<file path="src/rtl/conv3x3_stream_engine.sv">
// Streaming 3x3 convolution over one 3-row band: a column window feeds a 9-tap
// serial MAC, and each result is saturated (optionally ReLU'd) and written out by address.
module conv3x3_stream_engine #(
    parameter int BIT_DEPTH  = 8,
    parameter int ACC_WIDTH  = 20,
    parameter int IMG_WIDTH  = 8,
    parameter int ADDR_WIDTH = 5
) (
    input  logic                  clk,
    input  logic                  rst_n,
    input  logic                  start,
    input  logic [1:0]            stride,
    input  logic                  relu_en,
    input  logic [ADDR_WIDTH-1:0] dest_base,
    input  logic                  in_valid,
    output logic                  in_ready,
    input  logic [BIT_DEPTH-1:0]  in_l1,
    input  logic [BIT_DEPTH-1:0]  in_l2,
    input  logic [BIT_DEPTH-1:0]  in_l3,
    output logic [3:0]            kernel_addr,
    input  logic [BIT_DEPTH-1:0]  kernel_in,
    output logic                  out_valid,
    input  logic                  out_ready,
    output logic [ADDR_WIDTH-1:0] out_addr,
    output logic [BIT_DEPTH-1:0]  out_data,
    output logic                  busy,
    output logic                  done
);

    localparam int IDX_W = $clog2(IMG_WIDTH + 1);
    localparam int PROD_W = 2 * BIT_DEPTH + 1;
    localparam int NOUT_S1 = IMG_WIDTH - 2;
    localparam int NOUT_S2 = (IMG_WIDTH - 3) / 2 + 1;
    localparam logic signed [ACC_WIDTH-1:0] SAT_MAX =
        {{(ACC_WIDTH-BIT_DEPTH+1){1'b0}}, {(BIT_DEPTH-1){1'b1}}};
    localparam logic signed [ACC_WIDTH-1:0] SAT_MIN =
        {{(ACC_WIDTH-BIT_DEPTH+1){1'b1}}, {(BIT_DEPTH-1){1'b0}}};

    typedef enum logic [2:0] {
        ST_IDLE  = 3'd0,
        ST_FILL  = 3'd1,
        ST_MAC   = 3'd2,
        ST_WRITE = 3'd3,
        ST_DONE  = 3'd4
    } state_t;

    state_t                       state_r, state_nxt_s;
    logic [1:0]                   need_r;
    logic [IDX_W-1:0]             idx_r;
    logic                         stride2_r;
    logic                         relu_r;
    logic [ADDR_WIDTH-1:0]        base_r;
    logic [BIT_DEPTH-1:0]         win_r [0:2][0:2];  // [column][row], column 0 oldest
    logic signed [ACC_WIDTH-1:0]  acc_r;
    logic [3:0]                   kaddr_r;
    logic                         in_ready_r, out_valid_r, busy_r, done_r;
    logic [ADDR_WIDTH-1:0]        out_addr_r;
    logic [BIT_DEPTH-1:0]         out_data_r;

    logic                         accept_s;
    logic                         last_tap_s;
    logic                         last_idx_s;
    logic [BIT_DEPTH-1:0]         tap_pix_s;
    logic [PROD_W-1:0]            prod_s;
    logic signed [ACC_WIDTH-1:0]  prod_ext_s;
    logic signed [ACC_WIDTH-1:0]  acc_sum_s;

    // ReLU first, then clamp to the signed output range.
    function automatic logic [BIT_DEPTH-1:0] sat_result(
        input logic signed [ACC_WIDTH-1:0] a,
        input logic                        relu
    );
        logic [BIT_DEPTH-1:0] r;
        if (relu && a[ACC_WIDTH-1]) begin
            r = {BIT_DEPTH{1'b0}};
        end else if (a > SAT_MAX) begin
            r = SAT_MAX[BIT_DEPTH-1:0];
        end else if (a < SAT_MIN) begin
            r = SAT_MIN[BIT_DEPTH-1:0];
        end else begin
            r = a[BIT_DEPTH-1:0];
        end
        return r;
    endfunction

    assign accept_s   = in_valid && in_ready_r;
    assign last_tap_s = (kaddr_r == 4'd8);
    assign last_idx_s = stride2_r ? (idx_r == IDX_W'(NOUT_S2 - 1))
                                  : (idx_r == IDX_W'(NOUT_S1 - 1));

    // Row-major tap k reads row k/3 of window column k%3.
    always_comb begin
        tap_pix_s = {BIT_DEPTH{1'b0}};
        case (kaddr_r)
            4'd0:    tap_pix_s = win_r[0][0];
            4'd1:    tap_pix_s = win_r[1][0];
            4'd2:    tap_pix_s = win_r[2][0];
            4'd3:    tap_pix_s = win_r[0][1];
            4'd4:    tap_pix_s = win_r[1][1];
            4'd5:    tap_pix_s = win_r[2][1];
            4'd6:    tap_pix_s = win_r[0][2];
            4'd7:    tap_pix_s = win_r[1][2];
            4'd8:    tap_pix_s = win_r[2][2];
            default: tap_pix_s = {BIT_DEPTH{1'b0}};
        endcase
    end

    // Unsigned pixel times signed tap, both extended so the truncated product is exact.
    assign prod_s = {{(BIT_DEPTH+1){1'b0}}, tap_pix_s}
                  * {{(BIT_DEPTH+1){kernel_in[BIT_DEPTH-1]}}, kernel_in};
    assign prod_ext_s = {{(ACC_WIDTH-PROD_W){prod_s[PROD_W-1]}}, prod_s};
    assign acc_sum_s  = acc_r + prod_ext_s;

    // Next-state decode for the band sequencer.
    always_comb begin
        state_nxt_s = state_r;
        case (state_r)
            ST_IDLE: begin
                if (start) state_nxt_s = ST_FILL;
                else       state_nxt_s = ST_IDLE;
            end
            ST_FILL: begin
                if (accept_s && (need_r == 2'd1)) state_nxt_s = ST_MAC;
                else                              state_nxt_s = ST_FILL;
            end
            ST_MAC: begin
                if (last_tap_s) state_nxt_s = ST_WRITE;
                else            state_nxt_s = ST_MAC;
            end
            ST_WRITE: begin
                if (out_ready) state_nxt_s = last_idx_s ? ST_DONE : ST_FILL;
                else           state_nxt_s = ST_WRITE;
            end
            ST_DONE: state_nxt_s = ST_IDLE;
            default: state_nxt_s = ST_IDLE;
        endcase
    end

    // State, handshake outputs, config latches, MAC accumulator and result register.
    always_ff @(posedge clk or negedge rst_n) begin
        if (!rst_n) begin
            state_r     <= ST_IDLE;
            in_ready_r  <= 1'b0;
            out_valid_r <= 1'b0;
            busy_r      <= 1'b0;
            done_r      <= 1'b0;
            need_r      <= 2'd0;
            idx_r       <= {IDX_W{1'b0}};
            stride2_r   <= 1'b0;
            relu_r      <= 1'b0;
            base_r      <= {ADDR_WIDTH{1'b0}};
            acc_r       <= {ACC_WIDTH{1'b0}};
            kaddr_r     <= 4'd0;
            out_addr_r  <= {ADDR_WIDTH{1'b0}};
            out_data_r  <= {BIT_DEPTH{1'b0}};
        end else begin
            state_r     <= state_nxt_s;
            in_ready_r  <= (state_nxt_s == ST_FILL);
            out_valid_r <= (state_nxt_s == ST_WRITE);
            busy_r      <= (state_nxt_s != ST_IDLE);
            done_r      <= (state_nxt_s == ST_DONE);
            case (state_r)
                ST_IDLE: begin
                    if (start) begin
                        stride2_r <= (stride == 2'd2);
                        relu_r    <= relu_en;
                        base_r    <= dest_base;
                        need_r    <= 2'd3;
                        idx_r     <= {IDX_W{1'b0}};
                    end
                end
                ST_FILL: begin
                    if (accept_s) begin
                        need_r  <= need_r - 2'd1;
                        acc_r   <= {ACC_WIDTH{1'b0}};
                        kaddr_r <= 4'd0;
                    end
                end
                ST_MAC: begin
                    acc_r <= acc_sum_s;
                    if (last_tap_s) begin
                        kaddr_r    <= 4'd0;
                        out_data_r <= sat_result(acc_sum_s, relu_r);
                        out_addr_r <= base_r + ADDR_WIDTH'(idx_r);
                    end else begin
                        kaddr_r <= kaddr_r + 4'd1;
                    end
                end
                ST_WRITE: begin
                    if (out_ready && !last_idx_s) begin
                        idx_r  <= idx_r + IDX_W'(1);
                        need_r <= stride2_r ? 2'd2 : 2'd1;
                    end
                end
                ST_DONE: begin
                    need_r <= 2'd0;
                end
                default: begin
                    need_r <= 2'd0;
                end
            endcase
        end
    end

    // Column window: every accepted column enters at column 2.
    always_ff @(posedge clk or negedge rst_n) begin
        if (!rst_n) begin
            for (int c = 0; c < 3; c++) begin
                for (int r = 0; r < 3; r++) begin
                    win_r[c][r] <= {BIT_DEPTH{1'b0}};
                end
            end
        end else if (accept_s) begin
            for (int r = 0; r < 3; r++) begin
                win_r[0][r] <= win_r[1][r];
                win_r[1][r] <= win_r[2][r];
            end
            win_r[2][0] <= in_l1;
            win_r[2][1] <= in_l2;
            win_r[2][2] <= in_l3;
        end
    end

    assign in_ready    = in_ready_r;
    assign out_valid   = out_valid_r;
    assign busy        = busy_r;
    assign done        = done_r;
    assign kernel_addr = kaddr_r;
    assign out_addr    = out_addr_r;
    assign out_data    = out_data_r;

endmodule

</file>
<file path="config.mk">
export PLATFORM = sky130hd
export DESIGN_NAME = conv3x3_stream_engine
export DESIGN_NICKNAME = d
export VERILOG_FILES = /design/src/rtl/conv3x3_stream_engine.sv
export SDC_FILE = /design/constraint.sdc
export NUM_CORES = 1
export LEC_CHECK = 0
export CELL_PAD_IN_SITES_DETAIL_PLACEMENT = 0
export CELL_PAD_IN_SITES_GLOBAL_PLACEMENT = 1
export CORE_UTILIZATION = 43
export DETAILED_ROUTE_END_ITERATION = 12
export GPL_TIMING_DRIVEN = 0
export PLACE_DENSITY = 0.8
export SLEW_MARGIN = 20
export SYNTH_ARGS = -nofsm -noshare
export SYNTH_HDL_FRONTEND = slang
export SYNTH_SLANG_ARGS = --single-unit
</file>
<file path="constraint.sdc">
create_clock -name clk -period 6.5 [get_ports clk]
set_clock_uncertainty 0.15 [all_clocks]
set_input_delay 0.975 -clock clk [delete_from_list [all_inputs] [get_ports clk]]
set_output_delay 0.975 -clock clk [all_outputs]
set_load 0.05 [all_outputs]
</file>
==> impl_results.md, run 1 <==
* Max FO, Critical Path at 7
* Outcome: finished with violations
* Share of cells above drive strength 1 at 0.273
* Top cells by area, synth: dfrtp_1 (36%), fa_1 (11%), ha_1 (9.7%)
* Critical Path Source: kernel_addr[1]
* Port buffer count at 65
* Avg Vias per Cell at 5.39
* Yosys reg bits at 129
* Post-Synthesis Cells at 867
* Root Buffer: clkbuf_16
* Share of the synthesized area in the top cell type at 0.356
* Ports at 66
* Relative slew slack at 0.503
* Placement Cell Area at 10200 sq um
* Endpoints failing setup at 1
* Drt initial violations at 439
* CTS buffer count at 17
* Worst Setup End Kind: flop
* CTS Hold Bufs at 0
* Met2 usage at 0.362
* GR Layer Usage met3 at 0.0469
* HP Class: in2async
* Dpl hpwl at 15400 um
* Netlist cell types at 69
* Chip height at 147 um
* # fillers at 1725
* MaxCap Viol Count at 0
* Syn Area/Cell at 10.5 sq um
* Synth cell count leaders: dfrtp_1 (129), nand2_1 (90), inv_1 (82), mux2_2 (74), ha_1 (70)
* GR peak layer: met2
* EDFF count, synth at 0
* Period minus WS final at 6.51 ns
* RSZ-0062 raised after global routing: yes
* Die ar. at 21700 sq um
* Biggest area consumer among synthesized cells: dfrtp_1
* Clock sink total at 129
* GRT overflow at 0
* Worst R2R Start: kernel_addr[1]
* Seq/Total Area, Yosys at 0.356
* Register area at 3230 sq um
* First-pass GRT wire length at 38000 um
* Vias in the first global route at 7305
* Violated checks: setup timing
* Worst-skew pair later-pin latency at 0.42 ns
* Nets at 1163
* CTS tree: done
* Vias after detailed routing at 6900
* Cell Area, Synth at 9070 sq um
* Critical path class: reg2reg
* Top-count cell post-synth: dfrtp_1
* Multi-input logic area at 6010 sq um
* DRT Pass-1 Iters at 5
* Largest net degree at the start of global routing at 97
* Ys async rst share at 1.00
* Routed Antenna Nets at 0
* Synth Flop Type: dfrtp_1
* Die W at 147 um
* H-tree depth at 4
* Final instance area at 11800 sq um
* Type of origin of the critical path: flop
* Initial antenna violation count at 0
* FMAX at 0.154 GHz
* Slew Viols, Final at 0
* Req. time, crit path at 6.65 ns
* Area Overhead vs Synth at 30.6%
* GRT met1 Usage at 0.304
* Final worst setup slack at -0.0130 ns
* Worst-Margin Slew at 0.745 ns
* Fin crit share at 1.00
* Clock transition at the registers of the reported paths at 0.06 ns
* Clock Path Buffers at 2
* Antenna diodes at 0
* Wirelength per Cell at 17.7 um
* Hold Vio Cnt, Final at 0
* Net Count, Synth at 1034
* GRT Util Overall at 0.222
* Final WL at 22600 um
* Yosys warnings at 0
* DRC errors left at 0
* Area of the core at 20400 sq um
* Worst path arrival time at 6.66 ns
* RD Place Congestion at 0.800
* Row count at 52
* Starting Density at 0.444
* Placement Setup Slack at -0.965 ns
==> layout by cell type, fill, tap and decap left out, drive strengths merged, types with 4 or more instances in the layout <==
cell           netlist  routed
clkbuf              24      38
and2                17      17
a211oi               6       6
a31oi                4       4
nor3                 6       6
xor2                10      10
a22o                15      15
nand2               90      90
inv                 82      89
a21oi               41      41
nor3b                4       4
nand4               10      10
and3                 6       6
or2                  5       5
a22oi               18      18
clkdlybuf4s50        0      63
nor2                28      28
nand3               22      22
o21ai               30      30
buf                 13      62
nor2b               19      19
dfrtp              129     129
xnor2               11      11
mux2                74      74
a41o                 7       7
a21o                 8       8
nand2b              12      12
clkinv               0       5
mux2i                6       6
fa                  52      52
ha                  70      70
a222oi               6       6
==> worst max-delay path, cell delays in order, from the launching register on <==
cell and delay (ns):
dfrtp_2 0.48, ha_4 0.21, buf_4 0.14, a222oi_1 0.32
nor2b_1 0.20, a211oi_2 0.07, a21oi_4 0.19, nand2b_1 0.15
fa_1 0.44, fa_1 0.50, inv_1 0.06, fa_1 0.48
fa_2 0.58, fa_2 0.46, ha_4 0.21, or3b_4 0.38
nor4b_2 0.25, o311ai_1 0.15, a21oi_2 0.17, nand3_2 0.11
nor4_4 0.24, buf_6 0.17, a41o_1 0.18, nand3_1 0.08
==> area by class of cell <==
class / instances / share of cell area
multi-input cells: 619 / 0.508
flip-flops and latches: 129 / 0.273
repair buffers: 114 / 0.0924
clock buffers: 17 / 0.0359
well taps: 270 / 0.0285
inverters: 82 / 0.0262
plain buffers: 33 / 0.0214
clock inverters: 15 / 0.0146
==> registers in the layout (all words and copies together), names as in the netlist <==
name	flops
acc_r	20
base_r	5
busy	1
done	1
idx_r	4
in_ready	1
kernel_addr	4
need_r	2
out_addr	5
out_data	8
out_valid	1
relu_r	1
state_r	3
stride2_r	1
win_r	72
==> kinds of logic (layout without fill, tap and decap cells) <==
kind of cell | Yosys count | in the layout | share of synthesized area
compound gates | 161 | 161 | 0.125
xor+xnor | 21 | 21 | 0.0219
fa+ha+maj | 122 | 122 | 0.211
buf+inv | 119 | 261 | 0.0551
flops | 129 | 129 | 0.356
mux | 80 | 80 | 0.0989
simple gates | 235 | 235 | 0.132
==> layer usage <==
layer	share of wire	routed length (um)	up-vias
li1	-	-	3290
met4	0.011	241	0
met3	0.048	1080	20
met5	0	0	-
met2	0.48	10900	151
met1	0.46	10400	3439
==> repair_timing <==
item,in CTS,in global routing
resized for setup,83,47
setup buffers,39,9
pin swaps,58,32
setup endpoints to repair,14,10
==> per-stage QoR <==
step	utilization	hold WS, ns	cells	TNS (ns)
after global routing	0.579	0.265	1279	-1.94
after global placement	0.496	0.314	1202	-135.36
after CTS	0.563	0.255	1270	-0.0000613
after detailed placement	0.498	0.319	1203	-8.95
final	0.579	0.258	1279	-0.0130
after floorplan	-	0.299	867	0
==> final timing paths <==
| check | slack, ns | depth (start not counted) | endpoint |
|---|---|---|---|
| min reg2reg | 0.33 | 2 | base_r[2] |
| max in group asynchronous | 5.17 | 2 | win_r[2] |
| max | -0.01 | 23 | out_data[3] |
| min in group clk | 0.33 | 2 | base_r[2] |
| max reg2reg | -0.01 | 23 | out_data[3] |
| min | 0.26 | 1 | need_r[0] |
Power of run 1 is not shown: default switching activity piles up to over one toggle a cycle in this logic, so the estimate is an artifact.
==> inputs of run 2 (changes only) <==
CORE_UTILIZATION = 45   (was 43)
clock period = 6.1 ns   (was 6.5 ns; I/O delays follow)
==> impl_results.md, run 2 (synthesis gave the netlist of run 1 again) <==
* H-tree depth at 4
* GRT Util Overall at 0.243
* Area Overhead vs Synth at 31.9%
* Worst Setup End Kind: flop
* Chip height at 144 um
* Utilization after layout at 0.610
* GRT overflow at 0
* Die W at 144 um
* Initial antenna violation count at 0
* CTS tree: done
* FMAX at 0.149 GHz
* Ports at 66
* Worst path arrival time at 6.91 ns
* Root Buffer: clkbuf_16
* Avg Vias per Cell at 5.46
* Outcome: finished with violations
* Relative slew slack at 0.491
* Drt initial violations at 384
* Starting Density at 0.463
* Fin cells at 1281
* Top delay family on crit path: adder cells
* Placed Instances at 1198
* Clock Path Buffers at 2
* Violated checks: setup timing
* Req. time, crit path at 6.31 ns
* First-pass GRT wire length at 38300 um
* Slowest-stage cell, CP: fa_1
* MaxCap Viol Count at 0
* Worst-skew pair later-pin latency at 0.43 ns
* Leading cell type in the layout, fill and taps excluded: dfrtp_1
* Worst hold slack at 0.215 ns
* Clock transition at the registers of the reported paths at 0.06 ns
* HP Class: in2async
* Final worst setup slack at -0.597 ns
* Vias after detailed routing at 6989
* Max FO, Critical Path at 10
* CP peak stage delay at 0.56 ns
* # fillers at 1587
* CTS buffer count at 17
* Slew Viols, Final at 0
* Dpl hpwl at 16000 um
* Area of the core at 19600 sq um
* Port buffer count at 65
* CTS Hold Bufs at 0
* Final WL at 23300 um
* Max reg flops at 72
* DRC errors left at 0
* Most frequent cells in the layout: dfrtp_1 (125), nand2_1 (87), inv_1 (78), mux2_2 (74), clkdlybuf4s50_1 (63)
* Period minus WS final at 6.70 ns
* Most frequent CP cell: fa_1
* Routed Antenna Nets at 0
* Critical path class: reg2reg
* Fin Setup TNS at -5.23 ns
* Endpoints failing setup at 12
* Vias in the first global route at 7237
* Share of cells above drive strength 1 at 0.294
* DRT Pass-1 Iters at 5
* Nets at 1170
* Fin crit share at 1.10
* Antenna diodes at 0
* Clock sink total at 129
* Row count at 51
* Largest net degree at the start of global routing at 91
* Worst-Margin Slew at 0.764 ns
* Wirelength per Cell at 18.2 um
* RSZ-0062 raised after global routing: yes
* WP buf/inv at 9
* Most flops, register: win_r
* RD Place Congestion at 0.810
* Type of origin of the critical path: flop
* Die ar. at 20700 sq um
* Hold Vio Cnt, Final at 0
[run 2: per-stage QoR]
| stage | area [sq um] | setup slack, ns |
|---|---|---|
| 2_1_floorplan | 9190 | -0.304 |
| 3_3_place_gp | 10200 | -1.80 |
| 3_5_place_dp | 10200 | -1.43 |
| 4_1_cts | 11600 | -0.538 |
| 5_1_grt | 12000 | -0.794 |
| 6_report | 12000 | -0.597 |
[run 2: final timing paths]
check / start / end / slack (ns) / depth (start not counted)
max: kernel_addr[2] / out_data[3] / -0.60 / 25
min: rst_n / need_r[1] / 0.21 / 1
max reg2reg: kernel_addr[2] / out_data[3] / -0.60 / 25
min reg2reg: acc_r[14] / acc_r[14] / 0.33 / 2
max in group asynchronous: rst_n / win_r[36] / 4.83 / 2
min in group clk: acc_r[14] / acc_r[14] / 0.33 / 2
[run 2: worst reg2reg max path, delay by kind of cell, from the launching register on]
| family | cells | cell delay (ns) |
|---|---|---|
| AO/OA/AOI/OAI | 3 | 0.71 |
| adder cells (fa/ha/maj) | 6 | 2.83 |
| AND/OR/NAND/NOR | 7 | 0.92 |
| flip-flops | 1 | 0.49 |
| buffers and inverters | 9 | 1.53 |
[run 2: repair_timing]
item / in CTS / in global routing
cloned: 1 / 0
setup endpoints to repair: 20 / 17
pin swaps: 57 / 53
buffers inserted: 37 / 18
gates resized for setup: 93 / 52
[run 2: final cells by class]
class | count | area [sq um] | area share
Multi-Input combinational cell | 619 | 6100 | 0.510
Sequential cell | 129 | 3230 | 0.270
Timing Repair Buffer | 121 | 1160 | 0.0970
Clock buffer | 19 | 443 | 0.0370
Tap cell | 265 | 332 | 0.0277
Inverter | 82 | 310 | 0.0260
Buffer | 33 | 274 | 0.0229
Clock inverter | 13 | 103 | 0.00858
[run 2: layer usage]
layer / track usage / vias up / share of wire
li1: - / 3300 / -
met1: 0.334 / 3514 / 0.46
met2: 0.393 / 151 / 0.48
met3: 0.0443 / 24 / 0.046
met4: 0.0622 / 0 / 0.011
met5: 0 / - / 0
Power of run 2 is left out for the same reason.
==> inputs of run 3 (changes only) <==
CAP_MARGIN = 25   (was default)
CORE_ASPECT_RATIO = 1.1   (was default)
CTS_BUF_LIST = sky130_fd_sc_hd__clkbuf_8   (was default)
==> impl_results.md, run 3 (synthesis gave the netlist of run 1 again) <==
* Outcome: finished with violations
* Violated checks: setup timing
* # fillers at 1677
* Chip height at 151 um
* Worst-Margin Slew at 0.810 ns
* Root Buffer: clkbuf_8
* First-pass GRT wire length at 37800 um
* Dpl hpwl at 15800 um
* Ports at 66
* FMAX at 0.149 GHz
* Utilization after layout at 0.577
* Clock transition at the registers of the reported paths at 0.08 ns
* Final WL at 22600 um
* Clock sink total at 129
* Routed Antenna Nets at 0
* Port buffer count at 65
* Hold Vio Cnt, Final at 0
* CTS buffer count at 17
* Clock Path Buffers at 2
* Fin cells at 1263
* Area Overhead vs Synth at 26.0%
* Final worst setup slack at -0.623 ns
* Starting Density at 0.458
* Worst hold slack at 0.222 ns
* H-tree depth at 4
* Period minus WS final at 6.72 ns
* RSZ-0062 raised after global routing: yes
* Die ar. at 20700 sq um
* Register area at 3230 sq um
* MaxCap Viol Count at 0
* Worst Setup End Kind: flop
* CTS Hold Bufs at 0
* Relative slew slack at 0.460
* Largest net degree at the start of global routing at 68
* Nets at 1166
* Req. time, crit path at 6.33 ns
* Die W at 137 um
* Most flops, register: win_r
* Share of cells above drive strength 1 at 0.263
* Row count at 54
* HP Class: in2async
* Worst-skew pair later-pin latency at 0.45 ns
* Type of origin of the critical path: flop
* GRT Util Overall at 0.240
* Placement Cell Area at 10200 sq um
* Fin crit share at 1.10
* Initial antenna violation count at 0
* Slew Viols, Final at 0
* Area of the core at 19800 sq um
* Antenna diodes at 0
* Placed Instances at 1185
* GRT overflow at 0
* Max reg flops at 72
* Max FO, Critical Path at 6
* Critical path class: reg2reg
* Most frequent cells in the layout: dfrtp_1 (125), nand2_1 (90), inv_1 (80), mux2_2 (74), clkdlybuf4s50_1 (64)
* Vias in the first global route at 7213
* Worst path arrival time at 6.96 ns
* Final instance area at 11400 sq um
* Multi-input logic area at 5900 sq um
* CTS tree: done
* Avg Vias per Cell at 5.53
* Drt initial violations at 284
* Endpoints failing setup at 12
* Leading cell type in the layout, fill and taps excluded: dfrtp_1
* Vias after detailed routing at 6990
* DRT Pass-1 Iters at 5
* Wirelength per Cell at 17.9 um
* RD Place Congestion at 0.828
* DRC errors left at 0
-- run 3: worst paths after layout --
kind | from | end | slack (ns) | depth (start not counted)
min in group clk | base_r[2] | base_r[2] | 0.33 | 2
max in group asynchronous | rst_n | acc_r[5] | 4.86 | 2
hold reg to reg | base_r[2] | base_r[2] | 0.33 | 2
hold / removal | rst_n | win_r[23] | 0.22 | 1
setup / recovery | kernel_addr[1] | out_data[3] | -0.62 | 25
setup reg to reg | kernel_addr[1] | out_data[3] | -0.62 | 25
-- run 3: layout make-up --
| cell class | count | share of cell area |
|---|---|---|
| multi-input combinational | 619 | 0.517 |
| sequential | 129 | 0.283 |
| timing repair buffer | 116 | 0.0943 |
| tap | 252 | 0.0276 |
| inverter | 82 | 0.0274 |
| clock buffer | 17 | 0.0205 |
| buffer | 34 | 0.0204 |
| clock inverter | 14 | 0.0101 |
-- run 3: layer usage --
layer | global-route usage | routed length (um)
met1 | 0.329 | 10500
met5 | 0 | 0
met3 | 0.0525 | 1060
met2 | 0.378 | 10600
met4 | 0.0731 | 357
-- run 3: metrics by stage --
stage	setup WS, ns	setup TNS [ns]
2_1_floorplan	-0.304	-2.13
3_3_place_gp	-1.81	-187.42
3_5_place_dp	-1.44	-17.22
4_1_cts	-0.629	-5.79
5_1_grt	-0.814	-8.93
6_report	-0.623	-5.91
-- run 3: repair_timing --
| action | in CTS | in global routing |
|---|---|---|
| resized for setup | 67 | 35 |
| buffers inserted | 35 | 15 |
| endpoints found under the setup margin | 20 | 18 |
| hold endpoints to repair | 0 | 0 |
| pin swaps | 48 | 41 |
-- run 3: critical path, stage by stage, from the launching register on --
cell and delay [ns]:
dfrtp_2 0.48, inv_4 0.07, ha_4 0.20, a221oi_4 0.27
nor2_2 0.07, a311oi_1 0.21, nor2_1 0.11, a21oi_4 0.25
nand2b_4 0.19, fa_1 0.44, fa_1 0.51, inv_2 0.04
fa_1 0.52, fa_1 0.59, fa_2 0.47, ha_4 0.31
nand3_4 0.07, o211ai_4 0.29, buf_6 0.15, a221oi_4 0.08
o31ai_4 0.35, mux2i_2 0.31, buf_4 0.19, a21oi_2 0.04
a41o_1 0.20, nand3_1 0.07
Power of run 3 is left out for the same reason.
